==> config.mk <==
export PLATFORM = sky130hd
export DESIGN_NAME = sha1_msg_pad_flat
export DESIGN_NICKNAME = d
export VERILOG_FILES = /design/src/rtl/sha1_pkg.sv /design/src/rtl/sha1_msg_pad_if.sv /design/src/rtl/sha1_pad_word.sv /design/src/rtl/sha1_msg_pad.sv /design/src/flat_wrapper.sv
export SDC_FILE = /design/constraint.sdc
export NUM_CORES = 1
export LEC_CHECK = 0
export CORE_ASPECT_RATIO = 1.2
export CORE_MARGIN = 2
export CORE_UTILIZATION = 55
export DETAILED_ROUTE_END_ITERATION = 6
export PLACE_DENSITY = 0.83
export SLEW_MARGIN = 25
export SYNTH_ARGS = -nofsm -noshare
export SYNTH_HDL_FRONTEND = slang
export SYNTH_HIERARCHICAL = 1
export SYNTH_SLANG_ARGS = --single-unit
==> constraint.sdc <==
create_clock -name clk -period 10.69 [get_ports clk]
set_clock_uncertainty 0.05 [all_clocks]
set_input_delay 2.6725 -clock clk [delete_from_list [all_inputs] [get_ports clk]]
set_output_delay 2.6725 -clock clk [all_outputs]
set_load 0.01 [all_outputs]
==> src/rtl/sha1_pkg.sv <==
// sha1_pkg: definitions shared by the SHA-1 message padder and the hash core.
//   WORD_W            schedule word width (shared with the hash core)
//   SHA1_PAD_MARKER   byte appended directly after the message
//   pad_state_t       padder control states
//   sha1_bswap        byte reversal of one word
//   sha1_total_words  padded length in 32-bit words for a byte count
package sha1_pkg;

  localparam int WORD_W = 32;
  localparam logic [7:0] SHA1_PAD_MARKER = 8'h80;

  typedef enum logic [1:0] {IDLE, RUN, FLUSH, DONE} pad_state_t;

  function automatic logic [WORD_W-1:0] sha1_bswap(input logic [WORD_W-1:0] d);
    return {d[7:0], d[15:8], d[23:16], d[31:24]};
  endfunction

  // T = 16 * (floor((S + 8) / 64) + 1); the +8 is done in 33 bits so large
  // sizes do not wrap before the divide.
  function automatic logic [31:0] sha1_total_words(input logic [31:0] s);
    return 32'(((({1'b0, s} + 33'd8) >> 6) + 33'd1) << 4);
  endfunction

endpackage

==> src/rtl/sha1_msg_pad_if.sv <==
// sha1_msg_pad_if: padded schedule-word stream.
//   valid  word is presented
//   ready  consumer accepts the word
//   data   big-endian padded word
//   index  word position 0..15 within the block
//   last   word belongs to the final block
// master = padder side, slave = hash core side.
interface sha1_msg_pad_if import sha1_pkg::*; ();
  logic              valid;
  logic              ready;
  logic [WORD_W-1:0] data;
  logic [3:0]        index;
  logic              last;

  modport master (output valid, data, index, last, input ready);
  modport slave  (input valid, data, index, last, output ready);
endinterface

==> src/rtl/sha1_pad_word.sv <==
// sha1_pad_word: combinational formatter for one padded word.
//   k  word number within the padded message
//   s  message length in bytes
//   m  big-endian SRAM word for word k (ignored once k is past the message)
//   w  padded word: data, data+marker, marker, length high, length low or 0
module sha1_pad_word import sha1_pkg::*; (
  input  logic [31:0]       k,
  input  logic [31:0]       s,
  input  logic [WORD_W-1:0] m,
  output logic [WORD_W-1:0] w
);
  logic [33:0] base, s_x;
  logic [31:0] t;

  assign base = {k, 2'b00};
  assign s_x  = {2'b00, s};
  assign t    = sha1_total_words(s);

  always_comb begin
    w = '0;
    if (base + 34'd4 <= s_x) begin
      w = m;
    end else if (base < s_x) begin
      // 4k is word aligned, so the bytes left in this word are just s[1:0]
      case (s[1:0])
        2'd1:    w = {m[31:24], SHA1_PAD_MARKER, 16'h0000};
        2'd2:    w = {m[31:16], SHA1_PAD_MARKER, 8'h00};
        2'd3:    w = {m[31:8],  SHA1_PAD_MARKER};
        default: w = '0;
      endcase
    end else if (base == s_x) begin
      w = {SHA1_PAD_MARKER, 24'h000000};
    end else if (k == t - 32'd2) begin
      w = {29'b0, s[31:29]};
    end else if (k == t - 32'd1) begin
      w = {s[28:0], 3'b000};
    end
  end
endmodule

==> src/rtl/sha1_msg_pad.sv <==
// sha1_msg_pad: reads a message from SRAM port A and streams the padded
// message as big-endian 32-bit schedule words, block after block.
//   clk, nreset       clock, synchronous active-low reset
//   start             pad request (taken only in IDLE)
//   message_addr/size byte address and byte length of the message
//   port_A_*          SRAM port A (read only; data one cycle after address)
//   w                 padded word stream (sha1_msg_pad_if.master)
//   busy, done        message in progress / one-cycle completion pulse
// Build option: SHA1_PAD_BSWAP_EN -- SRAM words are little-endian and are
// byte-swapped before formatting; otherwise they are used as read.
//
// Pipeline: A (address on port A) -> B (SRAM data, formatted) -> output reg.
// A B-stage word that cannot enter a stalled output lands in the skid
// register; A only advances when the skid is guaranteed free next cycle,
// and a held A simply re-reads the same address.
module sha1_msg_pad import sha1_pkg::*; #(
  parameter int ADDR_W = 16
) (
  input  logic              clk,
  input  logic              nreset,
  input  logic              start,
  input  logic [31:0]       message_addr,
  input  logic [31:0]       message_size,
  output logic              port_A_clk,
  output logic [ADDR_W-1:0] port_A_addr,
  output logic              port_A_we,
  input  logic [31:0]       port_A_data_out,
  sha1_msg_pad_if.master    w,
  output logic              busy,
  output logic              done
);
  pad_state_t  state;
  logic [31:0] addr_q, size_q, t_q;
  logic        a_vld, b_vld, sk_vld;
  logic [31:0] a_k, b_k, sk_k, o_k;
  logic [WORD_W-1:0] sk_data, m, f;

  logic        out_take, sk_vld_n, adv, a_is_msg, nx_is_msg, hs_last, ld_vld;
  logic [31:0] a_k_nx, ld_k;
  logic [WORD_W-1:0] ld_data;
  logic [ADDR_W-1:0] rd_addr_nx;

  assign port_A_clk = clk;
  assign port_A_we  = 1'b0;

`ifdef SHA1_PAD_BSWAP_EN
  assign m = sha1_bswap(port_A_data_out);
`else
  assign m = port_A_data_out;
`endif

  sha1_pad_word u_fmt (.k(b_k), .s(size_q), .m(m), .w(f));

  // B and skid are never both occupied, so the skid fills only from B
  assign out_take   = !w.valid || w.ready;
  assign sk_vld_n   = sk_vld ? !out_take : (!out_take && b_vld);
  assign adv        = a_vld && !sk_vld_n;
  assign a_k_nx     = a_k + 32'd1;
  assign a_is_msg   = {a_k, 2'b00} < {2'b00, size_q};
  assign nx_is_msg  = {a_k_nx, 2'b00} < {2'b00, size_q};
  assign rd_addr_nx = ADDR_W'(addr_q + {a_k_nx[29:0], 2'b00});
  assign hs_last    = w.valid && w.ready && (o_k == t_q - 32'd1);
  assign ld_vld     = sk_vld || b_vld;
  assign ld_data    = sk_vld ? sk_data : f;
  assign ld_k       = sk_vld ? sk_k : b_k;

  always_ff @(posedge clk) begin
    if (!nreset) begin
      state       <= IDLE;
      busy        <= 1'b0;
      done        <= 1'b0;
      addr_q      <= '0;
      size_q      <= '0;
      t_q         <= '0;
      a_vld       <= 1'b0;
      a_k         <= '0;
      b_vld       <= 1'b0;
      b_k         <= '0;
      sk_vld      <= 1'b0;
      sk_k        <= '0;
      sk_data     <= '0;
      o_k         <= '0;
      port_A_addr <= '0;
      w.valid     <= 1'b0;
      w.data      <= '0;
      w.index     <= '0;
      w.last      <= 1'b0;
    end else begin
      b_vld <= adv;
      if (adv) begin
        b_k <= a_k;
        if (a_k_nx == t_q) begin
          a_vld <= 1'b0;
        end else begin
          a_k <= a_k_nx;
          // pad-only words leave the address untouched: no read for them
          if (nx_is_msg) port_A_addr <= rd_addr_nx;
        end
      end

      if (!sk_vld && !out_take && b_vld) begin
        sk_data <= f;
        sk_k    <= b_k;
      end
      sk_vld <= sk_vld_n;

      if (out_take) begin
        w.valid <= ld_vld;
        if (ld_vld) begin
          w.data  <= ld_data;
          w.index <= ld_k[3:0];
          w.last  <= ld_k >= t_q - 32'd16;
          o_k     <= ld_k;
        end
      end

      case (state)
        IDLE: if (start) begin
          state  <= RUN;
          busy   <= 1'b1;
          addr_q <= message_addr;
          size_q <= message_size;
          t_q    <= sha1_total_words(message_size);
          a_vld  <= 1'b1;
          a_k    <= '0;
          if (message_size != 32'd0) port_A_addr <= ADDR_W'(message_addr);
        end
        RUN, FLUSH: begin
          if (state == RUN && !a_is_msg) state <= FLUSH;
          if (hs_last) begin
            state <= DONE;
            done  <= 1'b1;
            busy  <= 1'b0;
          end
        end
        DONE: begin
          done  <= 1'b0;
          state <= IDLE;
        end
        default: state <= IDLE;
      endcase
    end
  end
endmodule
==> src/flat_wrapper.sv <==
// flat-port wrapper written by rule: the top's interface ports become plain ports
module sha1_msg_pad_flat import sha1_pkg::*;
#(
  parameter int ADDR_W = 16
)
  (clk, nreset, start, message_addr, message_size, port_A_clk, port_A_addr, port_A_we, port_A_data_out, busy, done, w_valid, w_data, w_index, w_last, w_ready);
  sha1_msg_pad_if w_i ();
  input  logic clk;
  input  logic nreset;
  input  logic start;
  input  logic [31:0] message_addr;
  input  logic [31:0] message_size;
  output logic port_A_clk;
  output logic [ADDR_W-1:0] port_A_addr;
  output logic port_A_we;
  input  logic [31:0] port_A_data_out;
  output logic busy;
  output logic done;
  output wire logic [$bits(w_i.valid)-1:0] w_valid;
  output wire logic [$bits(w_i.data)-1:0] w_data;
  output wire logic [$bits(w_i.index)-1:0] w_index;
  output wire logic [$bits(w_i.last)-1:0] w_last;
  input wire logic [$bits(w_i.ready)-1:0] w_ready;
  assign w_valid = w_i.valid;
  assign w_data = w_i.data;
  assign w_index = w_i.index;
  assign w_last = w_i.last;
  assign w_i.ready = w_ready;
  sha1_msg_pad #(.ADDR_W(ADDR_W)) u_core (.clk(clk), .nreset(nreset), .start(start), .message_addr(message_addr), .message_size(message_size), .port_A_clk(port_A_clk), .port_A_addr(port_A_addr), .port_A_we(port_A_we), .port_A_data_out(port_A_data_out), .w(w_i), .busy(busy), .done(done));
endmodule
Word level (Yosys, flattened, before mapping) --
Index checks and enable logic that the tools add are counted.
Storage, ports and cells: register bits 297, logic and storage cells 105
Operators by class: $add $sub $neg 11, magnitude comparators 5, equality and inequality tests 14, mux-type cells 32, reductions and logical operators 24
Operators with widths (number):
- two-way mux 32 bit | 11
- equality test 32 bit | 4
- < comparator 34 x 32 -> 1 bit | 3
- two-way mux 16 bit | 6
- one-hot mux 32 bit (3 select lines) | 1
- adder 32 x 4 -> 33 bit (second input constant) | 2
- subtractor 32 x 1 -> 32 bit (second input constant) | 2
- adder 27 x 1 -> 28 bit (second input constant) | 2
- adder 34 x 3 -> 34 bit (second input constant) | 1
- equality test 34 x 32 -> 1 bit | 1
- <= comparator 34 x 32 -> 1 bit | 1
- adder 32 x 1 -> 32 bit (second input constant) | 1
- greater-or-equal comparator 32 bit | 1
- nonzero test 32 bit | 1
- subtractor 32 x 2 -> 32 bit (second input constant) | 1
- subtractor 32 x 5 -> 32 bit (second input constant) | 1
- adder 16 bit | 1
- equality test 2 bit (second input constant) | 4
- two-way mux 1 bit | 8
- AND reduction 2 bit | 4
- logical AND 1 bit | 7
- two-way mux 2 bit | 3
- one-hot mux 2 bit (3 select lines) | 1
- logical NOT 1 bit | 5
- other kinds (10) | 14

Depth between registers and ports, before layout --
depth in word-level cells 11, depth in mapped cells 23, depth with buffers taken out 22

Modules after synthesis --
The synthesis kept the hierarchy.
Modules (own cells, without submodules):
- sha1_msg_pad | times used 1, cells each 2217, area an instance 18592.8 um^2
- sha1_pad_word | times used 1, cells each 835, area an instance 5622.9 um^2

==> reports/qor.tcl <==
set qor(drt-pass1-iter-count) 7
set qor(std_cell_rows) 84
set qor(netlist_top_cells_count) {496 x sky130_fd_sc_hd__nand2_1, 293 x sky130_fd_sc_hd__dfxtp_1, 170 x sky130_fd_sc_hd__ha_1}
set qor(critical-path-top-cell-by-count) {sky130_fd_sc_hd__clkbuf_16}
set qor(crit_buf_inv) 3
set qor(pin_count_of_the_biggest_net_entering_global_routing) 111
set qor(synth_top_family_by_area) {simple AND/OR/NAND/NOR gates}
set qor(preCtsSetupSlack_ns) 2.174
set qor(synth_top_area_share_pct) 24.22
set qor(synth_top_area_cell) {sky130_fd_sc_hd__dfxtp_1}
set qor(finish.cell_count_without_fillers) 3630
set qor(cp_slowest_cell) {sky130_fd_sc_hd__clkdlybuf4s50_1}
set qor(async_reset_ff_share_pct) 0
set qor(final_antenna_net_count) 0
set qor(crit_required_ns) 7.97
set qor(worst_skew_pair.late_latency_ns) 0.67
set qor(final_design_area_no_fill_um2) 26780
set qor(tightest_slew_ns) 0.9514
set qor(timing.critical_path.to_type) {output pin}
set qor(placedInstanceArea_um2) 25560
set qor(ys_warn_count) 6
set qor(compound_cell_area_share_of_the_yosys_netlist_pct) 22.47
set qor(cp_data_arrival_time_ns) 6.05
set qor(global_route_wire_length_before_repair_mm) 129.2
set qor(synth.cell_area_um2) 24220
set qor(route.detailed.wl_per_inst_um) 23.28
set qor(place.gp.congestion) 0.9874
set qor(postCtsSetupRepairBufs) 0
set qor(cp_slowest_stage_delay_ns) 0.46
set qor(postSynthRegisterBits) 293
set qor(drtIter0Drc) 2326
set qor(first_global_vias) 22620
set qor(synthSimpleGateAreaFrac_pct) 25.07
set qor(worst_ir_drop_vdd_v) 0.0001448
set qor(seq_area_frac_synth_pct) 24.22
set qor(boundaryPins) 158
set qor(timing.hold.worst.class) {flop to flop}
set qor(number_of_antenna_violations_at_the_first_check_in_global_routing) 0
set qor(finalNetCount) 3317
set qor(max_transition_viols_final) 0
set qor(cts_tree) {done}
set qor(die_x_extent_um) 195.5
set qor(synth.area.top_cells) {sky130_fd_sc_hd__dfxtp_1 24%, sky130_fd_sc_hd__ha_1 8.8%, sky130_fd_sc_hd__nand2_1 7.7%, sky130_fd_sc_hd__xnor2_1 5.5%, sky130_fd_sc_hd__a21boi_0 4.7%}
set qor(timing.setup.tns_ns) 0
set qor(synthToLayoutAreaGrowth_pct) 10.57
set qor(maxCapViolCount) 0
set qor(layout_setup_ws_ns) 1.916
set qor(routed_wl_mm) 84.50
set qor(synth_most_common_cell) {sky130_fd_sc_hd__nand2_1}
set qor(die_y_um) 233.9
set qor(post_route_cells_drive_above_1_share_pct) 6.480
set qor(n_antenna_cell) 0
set qor(route.detailed.drc) 0
set qor(synth_xor_xnor_area_share_pct) 9.595
set qor(maximum_net_fanout_on_the_critical_path) 2
set qor(synth_unique_cells) 110
set qor(synth_edf_count) 0
set qor(post_drt_via_cell_ratio) 6.557
set qor(synth.mux.area_fraction_pct) 3.462
set qor(grt_overflow_total) 0
set qor(critPathLaunchType) {clock port}
set qor(timing_hold_violations_final) 0
set qor(floorplan.initialDensity_pct) 55.52
set qor(mappedNetlistNets) 3323
set qor(outcome) {completed}
set qor(timing.setup.critical_path_class) {clock port to output pin}
set qor(cp_cell_sequence) {clkbuf_16 -> clkbuf_16 -> clkdlybuf4s50_1}
set qor(timing.critical_path.max_delay_family) {buffers and inverters}
set qor(grt.total_usage_pct) 36.15
set qor(synthCells) 3052
set qor(timing.slew.headroom_pct) 35.99
set qor(place.detailed.instances) 3565
set qor(area_share_of_fa_ha_maj_cells_after_synthesis_pct) 8.866
set qor(coreArea_um2) 43620
set qor(setup_viol_count_final) 0
set qor(via_count) 23800
set qor(total_leakage_power_uw) 0.01083
set qor(die_area_um2) 45730
set qor(dominantRegCellSynth) {sky130_fd_sc_hd__dfxtp_1}
set qor(cts.hold.buffers_added) 0
set qor(port-buffer-count) 140
set qor(synth_area_per_cell_um2) 7.934
set qor(cts_resized) 0
set qor(cellPowerDensity_nw_per_um2) 117.5
set qor(grt_setup_unrepaired) {no}
set qor(dp.final_hpwl_mm) 62.78
set qor(path_clk_slew_ns) 0.06
-- metrics by stage --
step / power (uW) / hold WS, ns / util, %
2_1_floorplan: 1686 / 0.3900 / -
3_3_place_gp: 1914 / 0.3985 / 58.59
3_5_place_dp: 1931 / 0.4071 / 58.59
4_1_cts: 3147 / 0.4149 / 61.29
5_1_grt: 3268 / 0.4328 / 61.39
6_report: 3147 / 0.4086 / 61.39
-- flip-flops by register name, indices dropped and copies added (netlist names), 2 cells and up --
| name | count |
|---|---|
| u_core/sk_data | 32 |
| u_core/sk_k | 32 |
| u_core/size_q | 32 |
| u_core/a_k | 32 |
| u_core/port_A_addr | 16 |
| u_core/o_k | 32 |
| u_core/t_q | 28 |
| u_core/state | 2 |
| u_core/w.data | 32 |
| u_core/addr_q | 16 |
| u_core/b_k | 32 |
-- layer usage --
metal / GRT usage [%] / vias up / part of all wire, %
li1: - / 11100 / -
met1: 42.75 / 11340 / 39
met2: 60.11 / 1078 / 46
met3: 5.077 / 290 / 7.1
met4: 26.98 / 0 / 8.1
met5: 0 / - / 0
-- tightest hold or removal path: stages (launching register included) --
cell and delay, ns:
sky130_fd_sc_hd__dfxtp_1 0.30, sky130_fd_sc_hd__nand2_1 0.04, sky130_fd_sc_hd__a21boi_0 0.06
-- placed cells by master (no fill, tap or decap), drive strengths merged, types with 11 or more instances in the layout --
master         netlist  layout
ha                 170     170
o31ai               25      25
mux2                30      30
inv                106     110
o41ai               15      15
dfxtp              293     293
o311ai              12      12
xor2                79      79
clkdlybuf4s50        0     139
a31oi               28      28
o2111ai             14      14
nor4b               11      11
buf                 63      43
nand3              115     115
and2                25      25
and4                22      22
or3                 43      43
nand2              496     496
nor2b               17      17
nand4               85      85
o21ai              111     111
o211ai              18      18
nor4                67      67
o22ai               18      18
nor3                60      60
mux2i               50      50
xnor2              154     154
a21oi               98      98
nand2b              20      20
clkbuf             163      55
or4                 30      30
and3                30      30
o211a               81      81
nor2               124     124
a21boi             151     151
a211oi              24      24
a21o                48      48
-- path summary, 6_finish.rpt --
kind,startpoint,end,slack [ns],cells after the start
worst max-delay path,clk,port_A_clk,1.92,3
worst min-delay path,u_core/sk_data[30],u_core/sk_data[30],0.41,2
worst max register to register,u_core/size_q[3],u_core/w.data[23],3.56,19
worst min register to register,u_core/sk_data[30],u_core/sk_data[30],0.41,2
-- logic make-up (layout without fill, tap and decap cells) --
| kind of cell | count (synthesis) | count (layout) |
|---|---|---|
| simple gates | 1188 | 1188 |
| buf+inv | 336 | 355 |
| xor+xnor | 245 | 245 |
| fa+ha+maj | 171 | 171 |
| compound gates | 738 | 738 |
| flops | 293 | 293 |
| other cells | 1 | 1 |
| mux | 80 | 80 |
-- report_power, final --
group	switching, uW	internal [uW]	leakage, uW
combinational	411	292	0.00785
clock	502	724	0.000589
sequential	76.9	1140	0.00239
-- area by class of cell --
cell class | instances | area [um^2]
Sequential cell | 293 | 5869
Clock inverter | 9 | 71.32
Inverter | 109 | 409.1
Fill cell | 3801 | 16840
Multi-Input combinational cell | 2423 | 16880
Clock buffer | 56 | 1115
Timing Repair Buffer | 181 | 1732
Tap cell | 559 | 699.4
Power figures use the tool's default switching activity.
